[src/rtl/spi_bus_arbiter.sv]
// -----------------------------------------------------------------------------
// spi_bus_arbiter
//
// Lets two SPI masters (arm, fpga_master) share four SPI target ports
// (0 esp32, 1 sd0, 2 sd1, 3 fpga_slave). Each target has its own owner FSM,
// so the two masters can run at the same time on different targets. SPI data
// lines pass through a grant-gated mux. Ownership is decided on clk_i from
// synchronised copies of the master ssel lines.
//
// Parameters:
//   SYNC_STAGES  synchroniser depth on master ssel/sclk (minimum 2)
//   TIMEOUT_CYC  idle-sclk cycles before ownership is revoked (watchdog only)
//
// Optional build macro:
//   SPI_ARB_TIMEOUT_EN  adds a per-target watchdog that revokes ownership
//                       after TIMEOUT_CYC clk cycles without an owner sclk
//                       edge. Without it ownership is held until release and
//                       timeout_o is tied to 0.
//
// Ports:
//   clk_i, n_rst_i                  system clock, synchronous active-low reset
//   arm_sclk_i/mosi_i/ssel_i/tsel_i arm master SPI lines + target select
//   arm_miso_o                      arm master MISO (1 when not granted)
//   fpga_sclk_i/mosi_i/ssel_i/tsel_i fpga_master SPI lines + target select
//   fpga_miso_o                     fpga_master MISO (1 when not granted)
//   tgt_sclk_o/mosi_o/ssel_o[3:0]   target SPI lines, bit n = target n
//   tgt_miso_i[3:0]                 target MISO lines
//   arm_gnt_o, fpga_gnt_o           master owns its selected target
//   busy_o[3:0]                     target n is owned
//   timeout_o[1:0]                  one-cycle revoke pulse (bit0 arm, bit1 fpga)
//
// Handshake: a master pulls ssel low with tsel set, then polls its gnt output
// and starts clocking only once gnt=1. Releasing ssel ends ownership; the
// target then spends one GUARD cycle at idle levels before it can be granted.
// -----------------------------------------------------------------------------
module spi_bus_arbiter #(
    parameter int SYNC_STAGES = 2,
    parameter int TIMEOUT_CYC = 4096
) (
    input  logic       clk_i,
    input  logic       n_rst_i,
    input  logic       arm_sclk_i,
    input  logic       arm_mosi_i,
    input  logic       arm_ssel_i,
    input  logic [1:0] arm_tsel_i,
    output logic       arm_miso_o,
    input  logic       fpga_sclk_i,
    input  logic       fpga_mosi_i,
    input  logic       fpga_ssel_i,
    input  logic [1:0] fpga_tsel_i,
    output logic       fpga_miso_o,
    output logic [3:0] tgt_sclk_o,
    output logic [3:0] tgt_mosi_o,
    output logic [3:0] tgt_ssel_o,
    input  logic [3:0] tgt_miso_i,
    output logic       arm_gnt_o,
    output logic       fpga_gnt_o,
    output logic [3:0] busy_o,
    output logic [1:0] timeout_o
);

    // Master index: 0 = arm, 1 = fpga_master.
    localparam int NM = 2;
    localparam int NT = 4;

    typedef enum logic [1:0] {
        ST_IDLE     = 2'd0,
        ST_OWN_ARM  = 2'd1,
        ST_OWN_FPGA = 2'd2,
        ST_GUARD    = 2'd3
    } own_state_t;

    if (SYNC_STAGES < 2 || TIMEOUT_CYC < 1) begin : g_param_check
        $error("spi_bus_arbiter: SYNC_STAGES must be >= 2 and TIMEOUT_CYC >= 1");
    end

    // ---------------------------------------------------------------------
    // Request front end: ssel synchronisers, falling-edge detect, tsel latch
    // ---------------------------------------------------------------------
    logic [NM-1:0]          w_ssel_raw;
    logic [1:0]             w_tsel_raw [NM];
    logic [SYNC_STAGES-1:0] r_ssel_sync [NM];
    logic [NM-1:0]          r_ssel_d;
    logic [NM-1:0]          w_ssel_s;
    logic [NM-1:0]          w_fall;
    logic [NM-1:0]          r_pend;
    logic [NM-1:0]          w_req;
    logic [NM-1:0]          w_grant_now;
    logic [NM-1:0]          w_lock;
    logic [1:0]             r_tsel [NM];
    logic [1:0]             w_tsel [NM];

    assign w_ssel_raw    = {fpga_ssel_i, arm_ssel_i};
    assign w_tsel_raw[0] = arm_tsel_i;
    assign w_tsel_raw[1] = fpga_tsel_i;

    always_ff @(posedge clk_i) begin
        if (!n_rst_i) begin
            for (int m = 0; m < NM; m++) begin
                r_ssel_sync[m] <= '1;
                r_tsel[m]      <= 2'd0;
            end
            r_ssel_d <= '1;
            r_pend   <= '0;
        end else begin
            for (int m = 0; m < NM; m++) begin
                r_ssel_sync[m] <= {r_ssel_sync[m][SYNC_STAGES-2:0], w_ssel_raw[m]};
                r_tsel[m]      <= w_tsel[m];
            end
            r_ssel_d <= w_ssel_s;
            // Pending survives until granted or the master gives up.
            r_pend   <= w_req & ~w_grant_now;
        end
    end

    always_comb begin
        w_ssel_s = '0;
        w_fall   = '0;
        w_req    = '0;
        for (int m = 0; m < NM; m++) begin
            w_ssel_s[m] = r_ssel_sync[m][SYNC_STAGES-1];
            w_fall[m]   = r_ssel_d[m] & ~w_ssel_s[m];
            // tsel is captured only on the request edge; later changes are ignored.
            w_tsel[m]   = w_fall[m] ? w_tsel_raw[m] : r_tsel[m];
            w_req[m]    = (w_fall[m] | r_pend[m]) & ~w_ssel_s[m] & ~w_lock[m];
        end
    end

    // ---------------------------------------------------------------------
    // Per-target owner FSMs
    // ---------------------------------------------------------------------
    own_state_t r_state [NT];
    own_state_t w_state_nxt [NT];
    logic [NT-1:0] r_prio;      // 0: arm wins next contention, 1: fpga wins
    logic [NT-1:0] w_prio_nxt;
    logic [NT-1:0] w_to;        // watchdog expiry for target n (0 without watchdog)

    always_ff @(posedge clk_i) begin
        if (!n_rst_i) begin
            for (int n = 0; n < NT; n++) begin
                r_state[n] <= ST_IDLE;
            end
            r_prio <= '0;
        end else begin
            for (int n = 0; n < NT; n++) begin
                r_state[n] <= w_state_nxt[n];
            end
            r_prio <= w_prio_nxt;
        end
    end

    always_comb begin
        w_grant_now = '0;
        w_prio_nxt  = r_prio;
        for (int n = 0; n < NT; n++) begin
            logic w_a_hit;
            logic w_f_hit;
            w_a_hit        = w_req[0] && (w_tsel[0] == 2'(n));
            w_f_hit        = w_req[1] && (w_tsel[1] == 2'(n));
            w_state_nxt[n] = r_state[n];
            case (r_state[n])
                ST_IDLE: begin
                    if (w_a_hit && w_f_hit) begin
                        // Contention: the priority bit picks, then hands priority over.
                        if (!r_prio[n]) begin
                            w_state_nxt[n] = ST_OWN_ARM;
                            w_prio_nxt[n]  = 1'b1;
                        end else begin
                            w_state_nxt[n] = ST_OWN_FPGA;
                            w_prio_nxt[n]  = 1'b0;
                        end
                    end else if (w_a_hit) begin
                        w_state_nxt[n] = ST_OWN_ARM;
                    end else if (w_f_hit) begin
                        w_state_nxt[n] = ST_OWN_FPGA;
                    end
                end
                ST_OWN_ARM: begin
                    if (w_ssel_s[0] || w_to[n]) begin
                        w_state_nxt[n] = ST_GUARD;
                    end
                end
                ST_OWN_FPGA: begin
                    if (w_ssel_s[1] || w_to[n]) begin
                        w_state_nxt[n] = ST_GUARD;
                    end
                end
                ST_GUARD: begin
                    w_state_nxt[n] = ST_IDLE;
                end
                default: begin
                    w_state_nxt[n] = ST_IDLE;
                end
            endcase
            if (r_state[n] == ST_IDLE && w_state_nxt[n] == ST_OWN_ARM) begin
                w_grant_now[0] = 1'b1;
            end
            if (r_state[n] == ST_IDLE && w_state_nxt[n] == ST_OWN_FPGA) begin
                w_grant_now[1] = 1'b1;
            end
        end
    end

    // ---------------------------------------------------------------------
    // Grant-gated SPI mux. Idle/guard targets sit at ssel=1, sclk=0, mosi=1.
    // ---------------------------------------------------------------------
    always_comb begin
        tgt_ssel_o  = '1;
        tgt_sclk_o  = '0;
        tgt_mosi_o  = '1;
        busy_o      = '0;
        arm_gnt_o   = 1'b0;
        fpga_gnt_o  = 1'b0;
        arm_miso_o  = 1'b1;
        fpga_miso_o = 1'b1;
        for (int n = 0; n < NT; n++) begin
            // A target whose watchdog just fired is already treated as released.
            if (r_state[n] == ST_OWN_ARM && !w_to[n]) begin
                busy_o[n]     = 1'b1;
                arm_gnt_o     = 1'b1;
                tgt_ssel_o[n] = arm_ssel_i;
                tgt_sclk_o[n] = arm_sclk_i;
                tgt_mosi_o[n] = arm_mosi_i;
                arm_miso_o    = tgt_miso_i[n];
            end else if (r_state[n] == ST_OWN_FPGA && !w_to[n]) begin
                busy_o[n]     = 1'b1;
                fpga_gnt_o    = 1'b1;
                tgt_ssel_o[n] = fpga_ssel_i;
                tgt_sclk_o[n] = fpga_sclk_i;
                tgt_mosi_o[n] = fpga_mosi_i;
                fpga_miso_o   = tgt_miso_i[n];
            end
        end
    end

    // ---------------------------------------------------------------------
    // Ownership watchdog
    // ---------------------------------------------------------------------
`ifdef SPI_ARB_TIMEOUT_EN
    localparam int CW = $clog2(TIMEOUT_CYC + 1);

    logic [SYNC_STAGES-1:0] r_sclk_sync [NM];
    logic [NM-1:0]          r_sclk_d;
    logic [NM-1:0]          w_sclk_edge;
    logic [NM-1:0]          r_lock;
    logic [CW-1:0]          r_cnt [NT];

    assign w_lock = r_lock;

    always_comb begin
        w_sclk_edge = '0;
        w_to        = '0;
        timeout_o   = '0;
        for (int m = 0; m < NM; m++) begin
            w_sclk_edge[m] = r_sclk_sync[m][SYNC_STAGES-1] ^ r_sclk_d[m];
        end
        for (int n = 0; n < NT; n++) begin
            w_to[n] = (r_state[n] == ST_OWN_ARM || r_state[n] == ST_OWN_FPGA) &&
                      (r_cnt[n] == CW'(TIMEOUT_CYC));
            if (w_to[n] && r_state[n] == ST_OWN_ARM) begin
                timeout_o[0] = 1'b1;
            end
            if (w_to[n] && r_state[n] == ST_OWN_FPGA) begin
                timeout_o[1] = 1'b1;
            end
        end
    end

    always_ff @(posedge clk_i) begin
        if (!n_rst_i) begin
            for (int m = 0; m < NM; m++) begin
                r_sclk_sync[m] <= '0;
            end
            r_sclk_d <= '0;
            r_lock   <= '0;
            for (int n = 0; n < NT; n++) begin
                r_cnt[n] <= '0;
            end
        end else begin
            r_sclk_sync[0] <= {r_sclk_sync[0][SYNC_STAGES-2:0], arm_sclk_i};
            r_sclk_sync[1] <= {r_sclk_sync[1][SYNC_STAGES-2:0], fpga_sclk_i};
            for (int m = 0; m < NM; m++) begin
                r_sclk_d[m] <= r_sclk_sync[m][SYNC_STAGES-1];
                // A revoked master stays out until it lets go of ssel.
                if (w_ssel_s[m]) begin
                    r_lock[m] <= 1'b0;
                end else if (timeout_o[m]) begin
                    r_lock[m] <= 1'b1;
                end
            end
            for (int n = 0; n < NT; n++) begin
                // Counter rests at 0 outside ownership, so a grant starts it from 0.
                case (r_state[n])
                    ST_OWN_ARM: begin
                        if (w_sclk_edge[0]) begin
                            r_cnt[n] <= '0;
                        end else if (!w_to[n]) begin
                            r_cnt[n] <= r_cnt[n] + 1'b1;
                        end
                    end
                    ST_OWN_FPGA: begin
                        if (w_sclk_edge[1]) begin
                            r_cnt[n] <= '0;
                        end else if (!w_to[n]) begin
                            r_cnt[n] <= r_cnt[n] + 1'b1;
                        end
                    end
                    default: begin
                        r_cnt[n] <= '0;
                    end
                endcase
            end
        end
    end
`else
    assign w_to      = '0;
    assign w_lock    = '0;
    assign timeout_o = '0;
`endif

endmodule

[config.mk]
export PLATFORM = sky130hd
export DESIGN_NAME = spi_bus_arbiter
export DESIGN_NICKNAME = d
export VERILOG_FILES = /design/src/rtl/spi_bus_arbiter.sv
export SDC_FILE = /design/constraint.sdc
export NUM_CORES = 1
export LEC_CHECK = 0
export CAP_MARGIN = 5
export CORE_MARGIN = 2
export CORE_UTILIZATION = 51
export CTS_CLUSTER_DIAMETER = 40
export DETAILED_ROUTE_END_ITERATION = 8
export PLACE_DENSITY = 0.8
export SLEW_MARGIN = 30
export SYNTH_ARGS = -nofsm -noshare
export SYNTH_HDL_FRONTEND = slang
export SYNTH_SLANG_ARGS = --single-unit
[constraint.sdc]
create_clock -name clk_i -period 2.3 [get_ports clk_i]
set_input_delay 0.46 -clock clk_i [delete_from_list [all_inputs] [get_ports clk_i]]
set_output_delay 0.46 -clock clk_i [all_outputs]
set_load 0.005 [all_outputs]
=== After elaboration in Yosys (flattened, before gate mapping) ===
Memory sizes are Yosys's and may differ from the RTL's.
Index checks and enable logic that the tools add are counted.

* Bits of input ports: 16
* Memory bits (writable): 16
* Memories kept: 3
* Logic and storage cells: 190
* Register bits: 8
* Output and inout port bits: 22

* Equality and inequality tests: 26
* Bitwise gates (word level): 18
* Mux-type cells: 107
* Reductions and logical operators: 30

{| class="wikitable"
|+ Memory list
! name !! depth !! bits a word !! read ports !! clocked after memory_dff !! write ports !! RTL line !! RTL
|-
| r_state || 4 || 2 || 4 || 0 || 4 || 132 || <nowiki>own_state_t r_state [NT];</nowiki>
|-
| r_ssel_sync || 2 || 2 || 2 || 0 || 2 || 82 || <nowiki>logic [SYNC_STAGES-1:0] r_ssel_sync [NM];</nowiki>
|-
| r_tsel || 2 || 2 || 2 || 0 || 2 || 90 || <nowiki>logic [1:0] r_tsel [NM];</nowiki>
|}

{| class="wikitable"
|+ Operator list
! operator !! count
|-
| 1-bit two-way mux || 69
|-
| 2-bit two-way mux || 34
|-
| 2-bit equality test (second input constant) || 16
|-
| 2-bit one-hot mux with 4 select lines || 4
|-
| 2-bit by 1-bit equality test with 1-bit output (second input constant) || 10
|-
| 1-bit logical AND || 20
|-
| 2-bit logical NOT || 6
|-
| 1-bit OR || 10
|-
| 2-bit AND reduction || 4
|-
| 1-bit AND || 4
|-
| 2-bit AND || 1
|-
| 1-bit NOT || 2
|-
| 2-bit NOT || 1
|}

=== Longest topological paths before layout ===
Gate-level depths: netlist of run 1.
An unclocked memory read counts as a cell.

* Depth in word-level cells: 18
* Gate-level depth with buffers: 8
* Gate-level depth less buffers: 7

=== Worst setup path after synthesis of run 1 ===
OpenSTA, ideal clock, no wires.

* Path kind: register to output
* Start point: memory r_state[1][1] (netlist bit)
* End point: output port fpga_miso_o
* Cell stages (with the launch flop): 8
* Required time: 1840 ps
* Arrival time: 1476 ps
* Slack: 364 ps
* Path buffers: 1
* Cell sequence: dfxtp_1 > inv_1 > ha_1 > clkbuf_1 > nand2b_1 > a311oi_1 > a21oi_1 > a21oi_1

{| class="wikitable"
|+ RTL lines
! item !! RTL line !! RTL
|-
| start, declared || 132 ||
|-
| end, declared || 51 || <nowiki>output logic fpga_miso_o,</nowiki>
|}

==> results of run 1 <==
-- where the power goes --
part | switching [mW] | internal, mW | leakage, nW
clock network | 0.127 | 0.0613 | 0.0138
logic | 0.711 | 0.773 | 0.801
registers | 0.0675 | 0.498 | 0.200
-- worst max-delay path, delay by kind of cell (launching register included) --
family	cells	cell delay (ns)
buffers and inverters	3	0.44
adder cells (fa/ha/maj)	1	0.17
AND/OR/NAND/NOR	1	0.47
flip-flops	1	0.38
-- metal layers --
metal | wire length [µm] | GRT usage [%]
met2 | 2400 | 43.8
met3 | 295 | 5.18
met1 | 2060 | 27.2
met5 | 0 | 0
met4 | 85 | 6.79
-- sequential cells by signal, summed over array words and instances, names as in the netlist --
register,flops
r_ssel_d,2
r_prio,4
r_pend,2
r_state,8
r_ssel_sync,4
r_tsel,4
-- final cells by class --
cell class,instances,area (µm²),share of cell area (%)
Timing Repair Buffer,59,522,21.0
Clock buffer,3,22.5,0.907
Multi-Input combinational cell,179,1320,53.0
Inverter,18,67.6,2.72
Tap cell,46,57.6,2.32
Sequential cell,24,498,20.1
-- cell usage after synthesis (3+ instances only) --
cell	count	area share (%)
nand3_1	6	1.7
a221oi_1	9	4.4
inv_1	18	3.7
mux2i_1	5	2.8
o21ai_0	17	4.7
a211o_1	3	1.5
a21oi_1	15	4.2
nand2b_1	11	3.8
nor3_1	5	1.4
ha_1	14	9.7
clkbuf_1	9	1.9
nand3b_1	3	1.2
a211oi_1	8	3.3
nand2_1	15	3.1
xnor2_1	3	1.5
dfxtp_1	24	27
nor2_1	28	5.8
-- through the flow --
step / utilization (%) / total power [mW] / area [µm²] / hold slack, ns
detailed placement: 69.0 / 1.91 / 2320 / 0.393
floorplan: - / 1.24 / 1810 / 0.386
finish: 73.8 / 2.24 / 2480 / 0.420
global route: 73.8 / 2.41 / 2480 / 0.436
CTS: 72.1 / 2.17 / 2430 / 0.424
global placement: 69.0 / 1.89 / 2320 / 0.388
-- final timing paths --
kind	endpoint	slack, ns	depth (start not counted)
max reg2reg	r_state[1][1]	0.31	5
min	r_ssel_sync[0][3]	0.42	1
min reg2reg	r_ssel_sync[0][3]	0.42	1
max	arm_gnt_o	0.05	5
-- repair_timing --
action / in CTS / in global routing
pin swaps: 3 / 5
resized for setup: 42 / 23
buffers inserted: 1 / 1
setup endpoints to repair: 16 / 8
-- cell families after synthesis --
| group | count (synthesis) | share of synthesized area (%) |
|---|---|---|
| multiplexers | 7 | 4.02 |
| XOR/XNOR | 4 | 1.94 |
| AND/OR/NAND/NOR | 81 | 22.9 |
| buffers and inverters | 30 | 7.07 |
| flip-flops | 24 | 26.6 |
| adder cells (fa/ha/maj) | 14 | 9.70 |
| other | 1 | 0.208 |
| AO/OA/AOI/OAI | 71 | 27.5 |
==> metrics.md, run 1 <==
| Metric | Value |
|---|---|
| Core area | around 0.0034 mm² |
| H-tree Lvls | 1 |
| Clock Pin Slew Worst Setup and Hold Paths | 0.14 ns |
| Gr ovfl total | 0 |
| 1st-iter DRT viols | just under 70 |
| Residual DRC | 2 |
| Layout area overhead | 37.6% |
| Startpoint types | flop |
| First-pass GRT wire length | slightly below 8 mm |
| Cells after synthesis | between 200 and 250 |
| Die Footprint | between 0.004 and 0.005 mm² |
| Worst Path Max Fanout | 7 |
| Async S/R FF share, synth | 0% |
| Unrepaired setup endpoints after global routing | false |
| Post-synthesis cell area | ~0.0018 mm² |
| # IOs | 38 |
| Commonest non-fill, non-tap cell in the layout | nor2_1 |
| Antenna cells | 0 |
| Status | finished, violations left |
| Part of the cycle the worst path needs | between 90% and 100% |
| Worst-Margin Slew | about 0.57 ns |
| Avg Inst Size Synth | 7.78 µm² |
| Sink Count | 24 |
| Number of flops mapped to enable cells by yosys | 0 |
| TritonCTS Buffers | 3 |
| Initial Utilization | 53.7% |
| Leakage | about 1 nW |
| Crit-path cells | buf_4 -> ha_4 -> buf_4 -> or4_4 -> buf_2 |
| Clk root buf | clkbuf_4 |
| HP Class | reg2reg |
| Fin Clk Skew | 0.0132 ns |
| Synth unique cells | 46 |
| Maximum VDD drop | 0.000544 V |
| Die Height | 63.5 µm |
| Required @ worst endpoint | 1.84 ns |
| Port buffer count | 35 |
| Placed cell count | roughly 320 |
| Post-Layout Cell Count | around 330 |
| Power per cell area | around 900 mW/mm² |
| Final min period | approximately 2.3 ns |
| Vias in the first global route | 1772 |
| Number of vias per cell | roughly 5.7 |
| Pre-antenna DRT Iters | 6 |
| Pre-CTS setup slack | -0.198 ns |
| CTS Buffer Depth | 2 |
| Routed via count | 1883 |
| FF+latch count, synth | 24 |
| CP most frequent cell | buf_4 |
| Largest net degree at the start of global routing | 17 |
| Crit Path Category | reg2out |
| RR Startpoint | r_ssel_d[1] |
| Routed wire per std cell | around 15 µm |
| Yosys warns | 0 |
| Initial antenna violation count | 0 |
| Post-synth top flop | dfxtp_1 |
| Setup TNS | 0 ns |
| DP HPWL | 3.53 mm |
| Hold buffer count at CTS | 0 |
| CP startpoint | r_state[2][0] |
| Sequential area share after synthesis | roughly a quarter |
| Fin worst setup slack | 0.0473 ns |
| Max Freq | around 440 MHz |
| CTS tree | built |
| Share of cells above drive strength 1 | approximately a quarter |
| Slowest cell on the critical path | or4_4 |
| Fin. max-slew vios | 0 |
| Fill cells | between 200 and 300 |
| Commonest cells after routing, fill and taps aside | 28 x nor2_1, 23 x buf_4, 19 x clkdlybuf4s50_1 |
| Die width | ~64 µm |
| Hold Fails Final Rpt | 0 |
| Clk Latency, worst-skew pair | roughly 0.32 ns |
| Max cap viols | 0 |
| CP max stage delay | 0.47 ns |
| Nets@finish | between 300 and 400 |
| Critical path arrival | 1.79 ns |
| Setup violations, final | 0 |
| GRT Total Usage | around a quarter |
| FP Rows | 21 |
| Failing checks | design-rule violations |
| Final wirelength | ~4.8 mm |
| Hold_sp | r_ssel_sync[0][2] |
| Rel. slew slack | roughly 62% |
| DRT antenna net count | 0 |
| Gpl congestion | 0.836 |
| Critical path capture point type | primary output |
(Power assumes the default switching activity.)
==> run 2: changes to the inputs <==
--- a/config.mk
+++ b/config.mk
@@ -7,10 +7,9 @@
 export LEC_CHECK = 0
 export CAP_MARGIN = 5
 export CORE_MARGIN = 2
-export CORE_UTILIZATION = 51
+export CORE_UTILIZATION = 29
 export CTS_CLUSTER_DIAMETER = 40
 export DETAILED_ROUTE_END_ITERATION = 8
-export PLACE_DENSITY = 0.8
 export SLEW_MARGIN = 30
 export SYNTH_ARGS = -nofsm -noshare
 export SYNTH_HDL_FRONTEND = slang
==> metrics.md, run 2 (synthesis gave the netlist of run 1 again) <==
| Metric | Value |
|---|---|
| Largest net degree at the start of global routing | 17 |
| DRT antenna net count | 0 |
| Port buffer count | 35 |
| Number of vias per cell | 5.10 |
| Setup violations, final | 0 |
| Routed via count | around 1800 |
| Part of the cycle the worst path needs | 93.4% |
| Fin util | between 40% and 50% |
| Initial Utilization | between 30% and 40% |
| R2R Setup Slk | approximately 0.2 ns |
| DP HPWL | between 3 and 4 mm |
| Leakage | roughly 1 nW |
| 1st-iter DRT viols | 94 |
| Final wirelength | around 4.9 mm |
| HP Class | reg2reg |
| Max cap viols | 0 |
| Rel. slew slack | ~60% |
| Vias in the first global route | 1839 |
| Fin Clk Skew | ~0.0031 ns |
| Residual DRC | 0 |
| Int Pwr | between 1 and 1.5 mW |
| CP top delay family | simple AND/OR/NAND/NOR gates |
| Hold buffer count at CTS | 0 |
| Status | finished, final reports clean |
| Required @ worst endpoint | approximately 1.8 ns |
| Clock share of power | between 10% and 20% |
| Gr ovfl total | 0 |
| Power per cell area | just under 900 mW/mm² |
| Buf/Inv on CP | 3 |
| Clock Pin Slew Worst Setup and Hold Paths | about 0.08 ns |
| Max FFs per register | 8 |
| Hold Fails Final Rpt | 0 |
| Critical path arrival | around 1.7 ns |
| Antenna cells | 0 |
| Commonest non-fill, non-tap cell in the layout | nor2_1 |
| Routed wire per std cell | 13.8 µm |
| TritonCTS Buffers | 3 |
| Nets@finish | 315 |
| Die Footprint | ~0.0069 mm² |
| Slowest cell on the critical path | or4_1 |
| Die Height | roughly 83 µm |
| Max Freq | around 470 MHz |
| Gpl congestion | 0.794 |
| Unrepaired setup endpoints after global routing | false |
| Initial antenna violation count | 0 |
| Pre-antenna DRT Iters | 4 |
| # IOs | 38 |
| Switch share | between 30% and 40% |
| Crit-path cells | inv_1 -> ha_2 -> buf_4 -> or4_1 -> clkbuf_2 |
| GRT Total Usage | ~15% |
| Die width | roughly 83 µm |
| Core area | 0.00596 mm² |
| Startpoint types | flop |
| Crit Path Category | reg2out |
| Maximum VDD drop | 0.000445 V |
| First-pass GRT wire length | roughly 8.4 mm |
| Sink Count | 24 |
| Commonest cells after routing, fill and taps aside | 28 x nor2_1, 24 x buf_4, 19 x clkdlybuf4s50_1 |
| Worst Path Max Fanout | 8 |
| Reg power frac | between 20% and 30% |
| Clk Latency, worst-skew pair | between 0.2 and 0.3 ns |
| Clk root buf | clkbuf_8 |
| FP Rows | 28 |
| Fin. max-slew vios | 0 |
| CP max stage delay | 0.53 ns |
| Worst-Margin Slew | roughly 0.59 ns |
| Critical path capture point type | primary output |
| Psw | slightly below 0.9 mW |
| Combinational group share of total power | 62.7% |
| CTS tree | built |
| Layout area overhead | 37.8% |
| Setup TNS | 0 ns |
| CTS Buffer Depth | 2 |
| Final min period | between 2 and 2.5 ns |
| Share of cells above drive strength 1 | about 19% |
| Biggest register | r_state |
| H-tree Lvls | 1 |
==> run 2: area by class of cell <==
| class | count | area (µm²) |
|---|---|---|
| sequential | 24 | 493 |
| fill | 643 | 3470 |
| inverter | 18 | 67.6 |
| multi-input combinational | 179 | 1270 |
| clock buffer | 3 | 41.3 |
| tap | 75 | 93.8 |
| timing repair buffer | 59 | 526 |
==> run 2: path summary, 6_finish.rpt <==
path | depth (start not counted) | start | endpoint
min reg2reg | 1 | r_ssel_sync[0][0] | r_ssel_sync[0][1]
min | 1 | r_ssel_sync[0][0] | r_ssel_sync[0][1]
max reg2reg | 5 | r_ssel_d[1] | r_state[1][1]
max | 5 | r_state[1][1] | arm_gnt_o
==> run 2: metal layers <==
metal / global-route usage (%) / vias up / wire length [µm]
met4: 2.38 / 0 / 23
met1: 19.3 / 838 / 2350
met5: 0 / - / 0
met3: 4.47 / 2 / 364
li1: - / 936 / -
met2: 23.5 / 50 / 2190
==> run 2: what timing repair did <==
action,CTS,global route
buffers inserted,1,0
pin swaps,1,1
endpoints found under the setup margin,16,10
gates resized for setup,32,15
==> run 2: power groups by stage <==
stage          sequential (mW)  clock, mW  combinational, mW
2_1_floorplan            0.539          0              0.701
3_3_place_gp             0.556          0               1.39
3_5_place_dp             0.558          0               1.38
4_1_cts                  0.566      0.263               1.42
5_1_grt                  0.583      0.278               1.54
6_report                 0.571      0.254               1.39
==> run 2: per-stage QoR <==
step	instance area (µm²)	instances	hold WS, ns	setup slack [ns]	power (mW)
2_1_floorplan	1810	233	0.386	0.364	1.24
3_3_place_gp	2370	354	0.390	-0.104	1.94
3_5_place_dp	2370	354	0.392	-0.111	1.94
4_1_cts	2480	358	0.413	0.00289	2.24
5_1_grt	2490	358	0.440	0.0260	2.40
6_report	2490	358	0.410	0.152	2.21
==> run 3: changes to the inputs <==
--- a/config.mk
+++ b/config.mk
@@ -6,10 +6,13 @@
 export NUM_CORES = 1
 export LEC_CHECK = 0
 export CAP_MARGIN = 5
-export CORE_MARGIN = 2
+export CELL_PAD_IN_SITES_DETAIL_PLACEMENT = 1
+export CELL_PAD_IN_SITES_GLOBAL_PLACEMENT = 2
+export CORE_MARGIN = 3
 export CORE_UTILIZATION = 29
 export CTS_CLUSTER_DIAMETER = 40
 export DETAILED_ROUTE_END_ITERATION = 8
+export PLACE_DENSITY_LB_ADDON = 0.1
 export SLEW_MARGIN = 30
 export SYNTH_ARGS = -nofsm -noshare
 export SYNTH_HDL_FRONTEND = slang
==> metrics.md, run 3 (synthesis gave the netlist of run 1 again) <==
| Metric | Value |
|---|---|
| Status | finished, final reports clean |
| H-tree Lvls | 1 |
| HP Class | reg2reg |
| Slowest cell on the critical path | clkdlybuf4s50_1 |
| Max Freq | roughly 460 MHz |
| Max FFs per register | 8 |
| CTS Buffer Depth | 2 |
| DRT antenna net count | 0 |
| Hold Fails Final Rpt | 0 |
| CP top delay family | buffers and inverters |
| First-pass GRT wire length | 9.38 mm |
| Biggest register | r_state |
| Worst path depth | 4 |
| Commonest non-fill, non-tap cell in the layout | buf_4 |
| 1st-iter DRT viols | 73 |
| Part of the cycle the worst path needs | 95.0% |
| Fin Clk Skew | ~0.011 ns |
| Required @ worst endpoint | between 1.5 and 2 ns |
| Setup TNS | 0 ns |
| # IOs | 38 |
| Die width | roughly 85 µm |
| TritonCTS Buffers | 3 |
| Worst Setup EP | tgt_ssel_o[0] |
| Core area | approximately 0.0060 mm² |
| Clk Latency, worst-skew pair | 0.27 ns |
| Critical path capture point type | primary output |
| Antenna cells | 0 |
| Final min period | 2.19 ns |
| CP most frequent cell | clkdlybuf4s50_1 |
| GRT Total Usage | between 10% and 20% |
| Initial Utilization | between 30% and 40% |
| Commonest cells after routing, fill and taps aside | 29 x buf_4, 28 x nor2_1, 22 x clkdlybuf4s50_1 |
| R2R cell count | 6 |
| Buf/Inv on CP | 2 |
| Die Height | 84.9 µm |
| Port buffer count | 35 |
| CTS tree | built |
| Fin. max-slew vios | 0 |
| Number of vias per cell | approximately 5.2 |
| FP Rows | 28 |
| Vias in the first global route | approximately 1900 |
| Worst-Margin Slew | between 0.6 and 0.7 ns |
| Placed cell count | 360 |
| Layout area overhead | 43.6% |
| Gr ovfl total | 0 |
| Startpoint types | input port |
| Crit-path cells | clkdlybuf4s50_1 -> nor2_1 -> a21oi_1 -> clkdlybuf4s50_1 |
| Hold buffer count at CTS | 0 |
| Power per cell area | about 940 mW/mm² |
| Clock Pin Slew Worst Setup and Hold Paths | approximately 0.080 ns |
| Clk root buf | clkbuf_8 |
| Nets@finish | roughly 320 |
| CP startpoint | fpga_ssel_i |
| Residual DRC | 0 |
| Critical path arrival | around 1.7 ns |
| Unrepaired setup endpoints after global routing | false |
| Pre-antenna DRT Iters | 4 |
| Setup violations, final | 0 |
| Leakage | ~1.1 nW |
| Crit Path Category | in2out |
| Post-Layout Cell Count | around 370 |
| Share of cells above drive strength 1 | between 20% and 30% |
| Rel. slew slack | between 50% and 60% |
| Routed via count | 1883 |
| CP max stage delay | ~0.54 ns |
| Worst Path Max Fanout | 5 |
| R2R Setup Slk | roughly 0.22 ns |
| DP HPWL | approximately 4.3 mm |
| Fin util | 43.3% |
| Sink Count | 24 |
| Largest net degree at the start of global routing | 17 |
| Die Footprint | just over 0.007 mm² |
| Routed wire per std cell | around 15 µm |
| Gpl congestion | ~0.8 |
| RR Startpoint | r_ssel_d[1] |
| Max cap viols | 0 |
| Initial antenna violation count | 0 |
| Reg2reg end | r_pend[0] |
| Maximum VDD drop | about 0.00044 V |
| Final wirelength | 5.56 mm |
-- run 3: cell type report --
| class | count | area [µm²] |
|---|---|---|
| tap | 75 | 93.8 |
| fill | 735 | 3400 |
| clock buffer | 3 | 41.3 |
| clock inverter | 1 | 30.0 |
| sequential | 24 | 490 |
| multi-input combinational | 179 | 1300 |
| inverter | 18 | 67.6 |
| timing repair buffer | 65 | 572 |
-- run 3: how the worst min path moves through the flow --
stage                      startpoint                 to  slack (ns)  cells past startpoint
floorplan           r_ssel_sync[0][0]  r_ssel_sync[0][1]        0.39                      1
global placement    r_ssel_sync[0][0]  r_ssel_sync[0][1]        0.39                      1
detailed placement  r_ssel_sync[0][2]  r_ssel_sync[0][3]        0.40                      1
CTS                 r_ssel_sync[0][2]  r_ssel_sync[0][3]        0.42                      1
global route        r_ssel_sync[0][2]  r_ssel_sync[0][3]        0.44                      1
finish              r_ssel_sync[0][2]  r_ssel_sync[0][3]        0.41                      1
-- run 3: repair_timing --
item | 4_1_cts | 5_1_grt
resized for setup | 34 | 15
pin swaps | 1 | 1
setup buffers | 0 | 1
setup endpoints to repair | 16 | 10
-- run 3: through the flow --
stage	instance area (µm²)	hold WS [ns]	total power, mW	worst slack, ns
final	2590	0.414	2.43	0.114
after global routing	2590	0.438	2.65	0.00299
after CTS	2560	0.418	2.46	0.00214
after detailed placement	2410	0.396	2.00	-0.200
after global placement	2410	0.389	1.99	-0.121
after floorplan	1810	0.386	1.24	0.364
-- run 3: metal layers --
metal | vias up | global-route usage (%) | routed length, µm
met3 | 2 | 3.01 | 207
met5 | - | 0 | 0
met4 | 0 | 2.59 | 30
li1 | 947 | - | -
met1 | 898 | 22.0 | 2760
met2 | 36 | 26.3 | 2560
-- run 3: report_power, final --
| group | switching, mW | total, mW | internal, mW |
|---|---|---|---|
| Sequential | 0.0649 | 0.556 | 0.491 |
| Clock | 0.140 | 0.373 | 0.233 |
| Combinational | 0.707 | 1.50 | 0.791 |
-- run 3: worst reg2reg max path: cells and delay by family (launching register included) --
family          cells  cell delay [ns]
simple gates        2             0.31
buf+inv             1             0.15
compound gates      2             0.65
flops               1             0.49
mux                 1             0.41
==> RTL change (flow settings as in run 3) <==
Add a define of `SPI_ARB_TIMEOUT_EN`.
--- a/src/rtl/spi_bus_arbiter.sv
+++ b/src/rtl/spi_bus_arbiter.sv
@@ -34,4 +34,6 @@
 // target then spends one GUARD cycle at idle levels before it can be granted.
 // -----------------------------------------------------------------------------
+`define SPI_ARB_TIMEOUT_EN
+
 module spi_bus_arbiter #(
     parameter int SYNC_STAGES = 2,
Check against the original RTL: no difference found for any inputs over 4 cycles, from zero or initial values and one cycle with n_rst_i low; that may be too few to reach the edited logic, so the function may still have changed.
==> RTL change against run 3 <==
- the flow now finishes with violations (setup timing)
- non-clock buffer count grew 138
- combinational power grew to 3.5 times the old value
- total power grew to 3.8 times the old value
- critical path depth increased by 5
- setup slack got worse by 0.57 ns
- cell area rose to 3.0 times the old value
- worst hold slack lost 0.0022 ns
- global-route usage increased by 1.8 points
- synthesized area rose to 2.8 times the old value
- largest cell class unchanged
- sequential cell count rose by 60
- wire length increased to 3.1 times the old value
- synthesized cell count is 140% higher
- clock power grew to 3.8 times the old value
==> RTL change: results (changes against run 3) <==
Status -> finished with violations (was completed)
Failing checks -> setup timing
Non-clock buffers -> 203 (was 65)
Largest net degree at the start of global routing -> 25 (was 17)
R2R setup slack -> -0.09 ns (was 0.22 ns)
Wire length on met2 -> 8220 um (was 2560 um)
Proportion of cell area occupied by registers -> 28.3% (was 18.9%)
Synth Area in Adders -> 4.89% (was 9.70%)
Seq cells -> 84 (was 24)
First-pass GRT wire length -> 27,600 um (was 9380 um)
Sw Share -> 37.8% (was 37.6%)
Mux share of post-synthesis cell area -> 1.91% (was 4.02%)
Inst Count DP -> 931 (was 360)
Critical Path Max Stage Delay -> 0.41 ns (was 0.54 ns)
Clock Latency Late Sink -> 0.35 ns (was 0.27 ns)
H-tree depth -> 3 (was 1)
Slew @ Worst Pin -> 0.657 ns (was 0.634 ns)
GR Util All Layers -> 17.7% (was 15.9%)
Multi-input logic portion of the cell area -> 41.1% (was 50.0%)
Number of vias per cell -> 4.97 (was 5.16)
Final HPWL DP -> 12,500 um (was 4340 um)
Met2 Track Usage GR -> 29.4% (was 26.3%)
Critical Path Fanout Max -> 4 (was 5)
Compound-Gate Fraction of Synth Area -> 13.5% (was 27.5%)
Num CTS Buffers -> 9 (was 3)
Prevailing post-synth register cell -> edfxtp_1 (was dfxtp_1)
Maximum vdd drop -> 464 uV (was 441 uV)
HP Start -> r_ssel_sync[0][0] (was r_ssel_sync[0][2])
Area contributors post-synth -> edfxtp_1 (30%), dfxtp_1 (13%), nor2_1 (6.0%) (was dfxtp_1 (27%), ha_1 (9.7%), nor2_1 (5.8%))
Setup ws final -> -0.459 ns (was 0.114 ns)
Worst hold endpoint -> r_ssel_sync[0][1] (was r_ssel_sync[0][3])
Drt total wl -> 17,000 um (was 5560 um)
Vias in the first global route -> 5,118 (was 1,919)
P_seq -> 2.48 mW (was 556 uW)
Reg2reg path depth -> 10 (was 6)
Worst Skew -> 0.00924 ns (was 0.0108 ns)
Final setup vio count -> 46 (was 0)
FILL cells -> 1,938 (was 735)
Setup crit start -> r_cnt[2][1] (was fpga_ssel_i)
Post-synth cell types -> 64 (was 46)
GRT met3 Usage -> 3.21% (was 3.01%)
GRT met1 Usage -> 23.9% (was 22.0%)
Syn Inst Count -> 554 (was 232)
==> RTL change: changes by cell type after synthesis, sizes merged, moves of 14 or more <==
cell | run 3 | this run
and2 | 0 | 14
and3 | 1 | 17
edfxtp | 0 | 52
nand2 | 15 | 40
nand3 | 6 | 28
nand4 | 0 | 14
nor2 | 28 | 82
xor2 | 1 | 33
==> RTL change: through the flow <==
stage / TNS, ns / setup slack, ns / power (mW) / instance area [um^2]
detailed placement: -11.61 / -0.614 / 6.99 / 6830
floorplan: 0 / 0.00376 / 4.42 / 5170
global placement: -8.97 / -0.530 / 6.86 / 6830
global route: -13.01 / -0.604 / 9.81 / 7800
finish: -6.71 / -0.459 / 9.18 / 7800
CTS: -9.26 / -0.557 / 8.95 / 7630
==> RTL change: what timing repair did <==
item	in CTS	in global routing
buffers inserted	38	11
setup endpoints to repair	50	101
resized for setup	183	42
pin swaps	36	26
gates cloned	1	1
